## src/rtl/uart_pkg.sv

```systemverilog
// uart_pkg: receiver state encoding and baud-timing defaults shared by the UART blocks
package uart_pkg;
  typedef enum logic [2:0] {ARM, IDLE, START, DATA, STOP, BREAK} uart_state_e;
  localparam int CLKS_PER_BIT_DEF = 5208;
  function automatic int half_bit(input int clks);
    return clks / 2 - 1;
  endfunction
endpackage

```

## src/rtl/sync_2ff.sv

```systemverilog
// sync_2ff: two-flop synchronizer for an asynchronous input, resetting to the idle-high level
module sync_2ff (
  input  logic clk,
  input  logic rst_n,
  input  logic d,
  output logic q
);
  logic [1:0] sync_q, sync_d;
  // shift the raw input through two stages
  always_comb sync_d = {sync_q[0], d};
  // synchronizer register, reset to the line's idle level
  always_ff @(posedge clk or negedge rst_n)
    if (!rst_n) sync_q <= 2'b11;
    else sync_q <= sync_d;
  assign q = sync_q[1];
endmodule

```

## src/rtl/uart_rx.sv

```systemverilog
// uart_rx: 8N1 serial receiver with mid-bit sampling, framing-error detection and arm-after-reset
module uart_rx
  import uart_pkg::*;
#(
  parameter int CLKS_PER_BIT = CLKS_PER_BIT_DEF,
  parameter int HALF_BIT     = half_bit(CLKS_PER_BIT)
) (
  input  logic       clk,
  input  logic       rst_n,
  input  logic       rx_line,
  output logic [7:0] rx_data,
  output logic       rx_valid,
  output logic       frame_err,
  output logic       busy
);
  localparam int CW = $clog2(CLKS_PER_BIT);
  localparam logic [CW-1:0] CNT_LAST = CW'(CLKS_PER_BIT - 1);
  localparam logic [CW-1:0] CNT_HALF = CW'(HALF_BIT);
  // the synchronizer still holds its reset 1s for two edges, so ARM waits this long before trusting rx_s
  localparam logic [CW-1:0] ARM_WAIT = CW'(2);
  uart_state_e state_q, state_d;
  logic [CW-1:0] cnt_q, cnt_d;
  logic [2:0] bit_q, bit_d;
  logic [7:0] sh_q, sh_d, data_q, data_d;
  logic valid_q, valid_d, ferr_q, ferr_d;
  logic rx_s;
  sync_2ff u_sync (.clk(clk), .rst_n(rst_n), .d(rx_line), .q(rx_s));
  // next-state, baud/bit counting and byte assembly
  always_comb begin
    state_d = state_q;
    cnt_d   = cnt_q;
    bit_d   = bit_q;
    sh_d    = sh_q;
    data_d  = data_q;
    valid_d = 1'b0;
    ferr_d  = 1'b0;
    case (state_q)
      ARM: begin
        cnt_d = (cnt_q == ARM_WAIT) ? cnt_q : cnt_q + CW'(1);
        if (cnt_q == ARM_WAIT && rx_s) state_d = IDLE;
      end
      IDLE:
        if (!rx_s) begin
          state_d = START;
          cnt_d   = CW'(1);
          bit_d   = 3'd0;
        end
      START:
        if (cnt_q == CNT_HALF) begin
          cnt_d   = '0;
          state_d = rx_s ? IDLE : DATA;
        end else cnt_d = cnt_q + CW'(1);
      DATA:
        if (cnt_q == CNT_LAST) begin
          cnt_d = '0;
          sh_d  = {rx_s, sh_q[7:1]};
          bit_d = bit_q + 3'd1;
          if (bit_q == 3'd7) state_d = STOP;
        end else cnt_d = cnt_q + CW'(1);
      STOP:
        if (cnt_q == CNT_LAST) begin
          cnt_d   = '0;
          state_d = rx_s ? IDLE : BREAK;
          data_d  = rx_s ? sh_q : data_q;
          valid_d = rx_s;
          ferr_d  = !rx_s;
        end else cnt_d = cnt_q + CW'(1);
      BREAK:
        if (rx_s) state_d = IDLE;
      default: state_d = ARM;
    endcase
  end
  // state and datapath registers
  always_ff @(posedge clk or negedge rst_n)
    if (!rst_n) begin
      state_q <= ARM;
      cnt_q   <= '0;
      bit_q   <= 3'd0;
      sh_q    <= 8'h00;
      data_q  <= 8'h00;
      valid_q <= 1'b0;
      ferr_q  <= 1'b0;
    end else begin
      state_q <= state_d;
      cnt_q   <= cnt_d;
      bit_q   <= bit_d;
      sh_q    <= sh_d;
      data_q  <= data_d;
      valid_q <= valid_d;
      ferr_q  <= ferr_d;
    end
  assign rx_data   = data_q;
  assign rx_valid  = valid_q;
  assign frame_err = ferr_q;
  assign busy      = state_q != IDLE && state_q != ARM;
endmodule
```

## config.mk

```make
export PLATFORM = sky130hd
export DESIGN_NAME = uart_rx
export DESIGN_NICKNAME = d
export VERILOG_FILES = /design/src/rtl/uart_pkg.sv /design/src/rtl/sync_2ff.sv /design/src/rtl/uart_rx.sv
export SDC_FILE = /design/constraint.sdc
export NUM_CORES = 1
export LEC_CHECK = 0
export ABC_AREA = 1
export BUFFER_PORTS_ARGS = -buffer_cell sky130_fd_sc_hd__buf_2
export CAP_MARGIN = 20
export CORE_ASPECT_RATIO = 0.9
export CORE_MARGIN = 2
export CORE_UTILIZATION = 30
export CTS_BUF_LIST = sky130_fd_sc_hd__clkbuf_4
export DETAILED_ROUTE_END_ITERATION = 8
export GPL_ROUTABILITY_DRIVEN = 0
export PLACE_DENSITY_LB_ADDON = 0.05
export SLEW_MARGIN = 0
export SYNTH_ARGS = -nofsm -noshare
export SYNTH_HDL_FRONTEND = slang
export SYNTH_SLANG_ARGS = --single-unit
```

## constraint.sdc

```tcl
create_clock -name clk -period 1.67 [get_ports clk]
set_input_delay 0.167 -clock clk [delete_from_list [all_inputs] [get_ports clk]]
set_output_delay 0.167 -clock clk [all_outputs]
set_load 0.03 [all_outputs]
```

==> results.ini, run 1 <==
[run_status]
status=completed

[grt]
grt_max_degree=22
grt-ovfl-total=0
grt_pass1_wl_mm=10.1
track_usage_pct=15.1
grt_pass1_vias=2002
antenna_found_initial=0

[timing]
finalCritPeriodShare_pct=94.1
setup_tns_ns=0
setup-violations-final=0
tightest_slew_ns=0.496
fin_skew_ns=0.00459
hold_viol_final=0
fmax_ghz=0.637
layout_min_cycle_time_ns=1.57
max_slew_margin_pct=66.9
rsz0062_at_grt=true
drv_slew=0

[floorplan]
coreArea_sq_um=7540
die-height_um=87.5
initial_utilization_pct=30.8
rows=30
fp.dieW_um=96.8
die_area_sq_um=8470
ios=14

[finish]
filler_cell_count=800
layout-drive-gt1-share_pct=33.4
area_delta_synth_final_pct=29.0
antenna_cells=0
multi_input_area_sq_um=1210
nets=372
seqCellArea_sq_um=986

[route]
vias=2066
wl_mm=5.96
drt_pass1_iterations=5
routedWlPerCell_um=12.9
drt_iter0_drc=106
drc=0
via_per_inst=4.48
final_antenna_net_count=0

[cts]
cts_tree=done
cts_buffer_depth=2
cts.sinks=39
clock_latency_ns=0.35
ctsRootBufferMaster=clkbuf_4
cts.clk_slew.worst_paths_ns=0.13
cts_made_buffers=5
htree_levels=2

[yosys]
ys_warn_count=0
syn_area_sq_um=2320
synth_nets=316
yosysMostFrequentCell=nand2_1
yosys_most_used_dff=dfrtp_1
synth_edf_count=0
synthDistinctLibCells=30
async_flop_share_pct=100
yosysTopAreaCell=dfrtp_1
syn_avg_cell_area_sq_um=7.54
yosysTopAreaCellShare_pct=39.8
synth_common_cells=nand2_1 (98), dfrtp_1 (37), nor2_1 (31)
ys_top_cells_by_area=dfrtp_1 (40%), nand2_1 (16%), nand3_1 (5.2%)
ys_seq_area_share_pct=42.1
synthCells=308
ys_ff_latch=39

[power_and_ir_drop]
p_clk_share_pct=20.8
p_sw_share_pct=42.6
p_seq_share_pct=29.0
p_comb_share_pct=50.2
p_leak_nw=1.45
power.switching_mw=1.70
peakVddDrop_uv=693
internal-power_mw=2.28
power_mw=3.98
powerDensity_nw_per_um2=1330

[critical_path]
cp-startpoint=cnt_q[1]$_DFFE_PN0P_
ff2ff_path_depth=10
cp-end-kind=register
worst-setup-path-type=reg -> reg
timing.critical_path.from_type=register
cp_max_fo=8
reg2reg_slack_ns=0.1
r2r-start=cnt_q[1]$_DFFE_PN0P_
cp.required_ns=1.92
crit_path_end=cnt_q[10]$_DFFE_PN0P_
cp.arrival_ns=1.82
rr_endpoint=cnt_q[10]$_DFFE_PN0P_

[run]
cap_violations=0

[placement]
portBuffers=13
dpl.hpwl_mm=4.67

[hold_path]
hold_path_class=in -> async

[how the worst min path moves through the flow]
stage                            end  cells past startpoint  startpoint
3_3_place_gp   cnt_q[11]$_DFFE_PN0P_                      1       rst_n
5_1_grt        cnt_q[11]$_DFFE_PN0P_                      2       rst_n
6_report       cnt_q[11]$_DFFE_PN0P_                      2       rst_n
4_1_cts        cnt_q[11]$_DFFE_PN0P_                      2       rst_n
3_5_place_dp   cnt_q[11]$_DFFE_PN0P_                      1       rst_n
2_1_floorplan   bit_q[0]$_DFFE_PN0P_                      0       rst_n
[final cells by class]
cell class                      count  share of cell area (%)
Tap cell                           96                    4.01
Timing Repair Buffer               55                    14.7
Clock buffer                        6                    1.50
Sequential cell                    39                    32.9
Inverter                           36                    4.55
Clock inverter                      2                    2.00
Multi-Input combinational cell    227                    40.3
[flip-flops by register name, summed over array words and instances (netlist names)]
register,flops
bit_q,3
u_sync.sync_q,2
state_q,3
sh_q,8
rx_valid,1
rx_data,8
cnt_q,13
frame_err,1
[worst max-delay path: stages (launching register included)]
cell     delay [ns]
dfrtp_1        0.36
buf_4          0.12
ha_4           0.13
buf_6          0.09
nand2_1        0.04
nor2_1         0.10
nand3_1        0.10
nand2_2        0.11
nand3_4        0.11
nor2_8         0.23
nor2_2         0.06
[per-layer routing]
| layer | share of wire (%) | routed length, um | GRT usage [%] |
|---|---|---|---|
| met4 | 0.84 | 50 | 3.84 |
| met2 | 40 | 2390 | 21.7 |
| met5 | 0 | 0 | 0 |
| met1 | 57 | 3380 | 23.4 |
| met3 | 2.2 | 129 | 2.41 |
[kinds of logic (layout without fill, tap and decap cells)]
family / after synthesis / in the layout / share of synthesized area (%)
compound gates: 27 / 27 / 6.73
buf+inv: 42 / 99 / 8.29
flops: 39 / 39 / 42.1
simple gates: 195 / 195 / 40.2
fa+ha+maj: 5 / 5 / 2.69
[power by group through the flow]
stage | clock, mW | combinational (mW) | sequential [mW]
global route | 0.888 | 2.23 | 1.17
finish | 0.826 | 2.00 | 1.15
floorplan | 0 | 1.27 | 1.13
global placement | 0 | 1.83 | 1.16
CTS | 0.854 | 1.83 | 1.14
detailed placement | 0 | 1.82 | 1.16
[what timing repair did]
| item | 4_1_cts | 5_1_grt |
|---|---|---|
| endpoints found under the hold margin | 17 | 0 |
| hold buffers | 2 | 0 |
| gates resized for setup | 1 | 34 |
| pin swaps | 0 | 11 |
| setup endpoints to repair | 7 | 26 |
| buffers inserted | 0 | 4 |
[per-stage QoR]
stage | instances | utilization [%] | setup WS [ns] | area [sq um] | hold WS, ns
finish | 461 | 39.7 | 0.0991 | 3000 | 0.295
global route | 461 | 39.7 | -0.0173 | 3000 | 0.321
CTS | 457 | 38.1 | 0.00132 | 2880 | 0.296
detailed placement | 447 | 36.4 | -0.0248 | 2750 | 0.162
global placement | 447 | 36.4 | -0.00969 | 2750 | 0.159
floorplan | 308 | - | 0.132 | 2320 | -0.129
[placed cells by master, fill, tap and decap left out, types with 3 or more instances in the layout]
| master | instances |
|---|---|
| nand2_2 | 8 |
| nand3_2 | 3 |
| o21ai_0 | 11 |
| o21ai_2 | 3 |
| inv_2 | 6 |
| inv_1 | 28 |
| buf_4 | 30 |
| buf_6 | 8 |
| nor2_4 | 3 |
| nor2_2 | 20 |
| nor2_1 | 24 |
| dfrtp_1 | 31 |
| nand2_1 | 95 |
| buf_2 | 13 |
| nor3_1 | 4 |
| dfrtp_2 | 6 |
| clkbuf_4 | 6 |
| nand4_1 | 8 |
| nand3_1 | 24 |
| o21ai_1 | 8 |
Power figures use the tool's default switching activity.
==> run 2: changes to the inputs <==
--- a/config.mk
+++ b/config.mk
@@ -8,13 +8,15 @@
 export ABC_AREA = 1
 export BUFFER_PORTS_ARGS = -buffer_cell sky130_fd_sc_hd__buf_2
 export CAP_MARGIN = 20
+export CELL_PAD_IN_SITES_DETAIL_PLACEMENT = 0
+export CELL_PAD_IN_SITES_GLOBAL_PLACEMENT = 1
 export CORE_ASPECT_RATIO = 0.9
 export CORE_MARGIN = 2
 export CORE_UTILIZATION = 30
 export CTS_BUF_LIST = sky130_fd_sc_hd__clkbuf_4
 export DETAILED_ROUTE_END_ITERATION = 8
 export GPL_ROUTABILITY_DRIVEN = 0
-export PLACE_DENSITY_LB_ADDON = 0.05
+export PLACE_DENSITY_LB_ADDON = 0.1
 export SLEW_MARGIN = 0
 export SYNTH_ARGS = -nofsm -noshare
 export SYNTH_HDL_FRONTEND = slang
==> results.ini, run 2 (synthesis gave the netlist of run 1 again) <==
[timing]
fmax_ghz=0.616  ; -3.2%
hold_viol_final=0  ; unchanged
setup_ws_ns=0.0478  ; -0.0512 ns
drv_slew=0  ; unchanged
layout_min_cycle_time_ns=1.62  ; +0.0512 ns
finalCritPeriodShare_pct=97.1  ; +3.1 points
tightest_slew_ns=0.528  ; +0.0321 ns
fin_skew_ns=0.00267  ; -0.00192 ns
max_slew_margin_pct=64.8  ; -2.1 points
setup-violations-final=0  ; unchanged
rsz0062_at_grt=true

[floorplan]
ios=14  ; unchanged
die_area_sq_um=8470  ; unchanged
die-height_um=87.5  ; unchanged
fp.dieW_um=96.8  ; unchanged
coreArea_sq_um=7540  ; unchanged
initial_utilization_pct=30.8  ; unchanged
rows=30  ; unchanged

[route]
wl_mm=5.98  ; +0.42%
drt_pass1_iterations=4  ; -1
via_per_inst=4.51  ; +0.65%
routedWlPerCell_um=12.9  ; -0.23%
vias=2093  ; +1.3%
final_antenna_net_count=0  ; unchanged
drc=0  ; unchanged
drt_iter0_drc=90  ; -15%

[cts]
cts.clk_slew.worst_paths_ns=0.13  ; about the same
ctsRootBufferMaster=clkbuf_4
cts_made_buffers=5  ; unchanged
cts_tree=done
cts.sinks=39  ; unchanged
htree_levels=2  ; unchanged
clock_latency_ns=0.36  ; about the same
cts_buffer_depth=2  ; unchanged

[run_status]
status=completed

[finish]
final_cell_mix=nand2_1 (93), buf_4 (35), dfrtp_1 (34), inv_1 (27), nor2_1 (26)
fin_cells=464  ; +0.65%
nets=375  ; +0.81%
final_core_util_pct=40.0  ; +0.23 points
final_common_cell=nand2_1
largest_reg_flops=13  ; unchanged
antenna_cells=0  ; unchanged
layout-drive-gt1-share_pct=33.7  ; +0.27 points
regMostFlops=cnt_q
area_delta_synth_final_pct=29.7

[critical_path]
cp.arrival_ns=1.88  ; +0.06 ns
cp.buffers_inverters=1  ; -1
cp_max_fo=8  ; unchanged
worst_path_largest_cell_delay_ns=0.45  ; +0.09 ns
crit_slowest_cell=dfrtp_1
worst-setup-path-type=reg -> reg
cp.required_ns=1.93  ; about the same
crit_chain=ha_4, buf_6, nand2_2, nor2_1, nand3_1, nand2_2, nand3_4, nor2_8, nor2_2
crit_path_frequent_cell=nand2_2
critPathTopFamily=simple AND/OR/NAND/NOR gates
cp-end-kind=register
timing.critical_path.from_type=register

[power_and_ir_drop]
power_mw=3.83  ; -3.6%
peakVddDrop_uv=757  ; +9.3%
internal-power_mw=2.13  ; -6.8%
powerDensity_nw_per_um2=1270  ; -4.2%
p_leak_nw=1.47  ; +1.1%
p_comb_share_pct=52.2  ; +2.0 points
power.switching_mw=1.71  ; +0.66%
p_clk_share_pct=17.6  ; -3.2 points
p_seq_share_pct=30.2  ; +1.2 points
p_sw_share_pct=44.5  ; +1.9 points

[placement]
portBuffers=13  ; unchanged
dpl.hpwl_mm=4.45  ; -4.8%
place_ws_ns=-0.0394  ; -0.0146 ns
dpl.cell_count=442  ; -1.1%

[grt]
grt_pass1_vias=2030  ; +1.4%
grt-ovfl-total=0  ; unchanged
grt_pass1_wl_mm=9.96  ; -1.4%
track_usage_pct=14.9  ; -0.22 points
grt_max_degree=22  ; unchanged
antenna_found_initial=0  ; unchanged

[hold_path]
hold_path_class=in -> async

[run]
cap_violations=0  ; unchanged

run 2: final timing paths:
path | endpoint | depth (start not counted) | slack, ns | from
hold reg to reg | u_sync.sync_q[1]$_DFF_PN1_ | 0 | 0.37 | u_sync.sync_q[0]$_DFF_PN1_
hold / removal | cnt_q[11]$_DFFE_PN0P_ | 2 | 0.30 | rst_n
setup reg to reg | cnt_q[12]$_DFFE_PN0P_ | 9 | 0.05 | cnt_q[1]$_DFFE_PN0P_
max in group asynchronous | u_sync.sync_q[1]$_DFF_PN1_ | 3 | 0.74 | rst_n
setup / recovery | cnt_q[12]$_DFFE_PN0P_ | 9 | 0.05 | cnt_q[1]$_DFFE_PN0P_
min in group clk | u_sync.sync_q[1]$_DFF_PN1_ | 0 | 0.37 | u_sync.sync_q[0]$_DFF_PN1_
run 2: area by class of cell:
type / instances / area [sq um]
Clock buffer: 5 / 37.5
Clock inverter: 3 / 43.8
Fill cell: 805 / 4530
Inverter: 36 / 136
Multi-Input combinational cell: 227 / 1220
Sequential cell: 39 / 982
Tap cell: 96 / 120
Timing Repair Buffer: 58 / 469
run 2: metal layers:
metal / track usage [%] / share of wire (%)
met1: 21.2 / 53
met3: 2.89 / 2.9
met5: 0 / 0
met4: 4.10 / 1.1
met2: 23.2 / 43
run 2: per-stage QoR:
step,hold slack (ns),setup TNS [ns],instance area (sq um)
finish,0.304,0,3010
CTS,0.304,0,2850
floorplan,-0.129,0,2320
detailed placement,0.174,-0.296,2710
global route,0.326,-0.285,3010
global placement,0.168,-0.373,2710
run 2: power by group through the flow:
stage          Sequential (mW)  Clock, mW  Combinational (mW)
2_1_floorplan             1.13          0                1.27
3_3_place_gp              1.17          0                1.82
3_5_place_dp              1.17          0                1.80
4_1_cts                   1.14      0.708                1.92
5_1_grt                   1.18      0.738                2.20
6_report                  1.16      0.673                2.00
run 2: timing repair:
action	in CTS	in global routing
buffers inserted	5	6
setup endpoints to repair	8	26
hold endpoints to repair	20	0
gates resized for setup	1	38
hold buffers	2	0
gates cloned	0	1
pin swaps	3	18
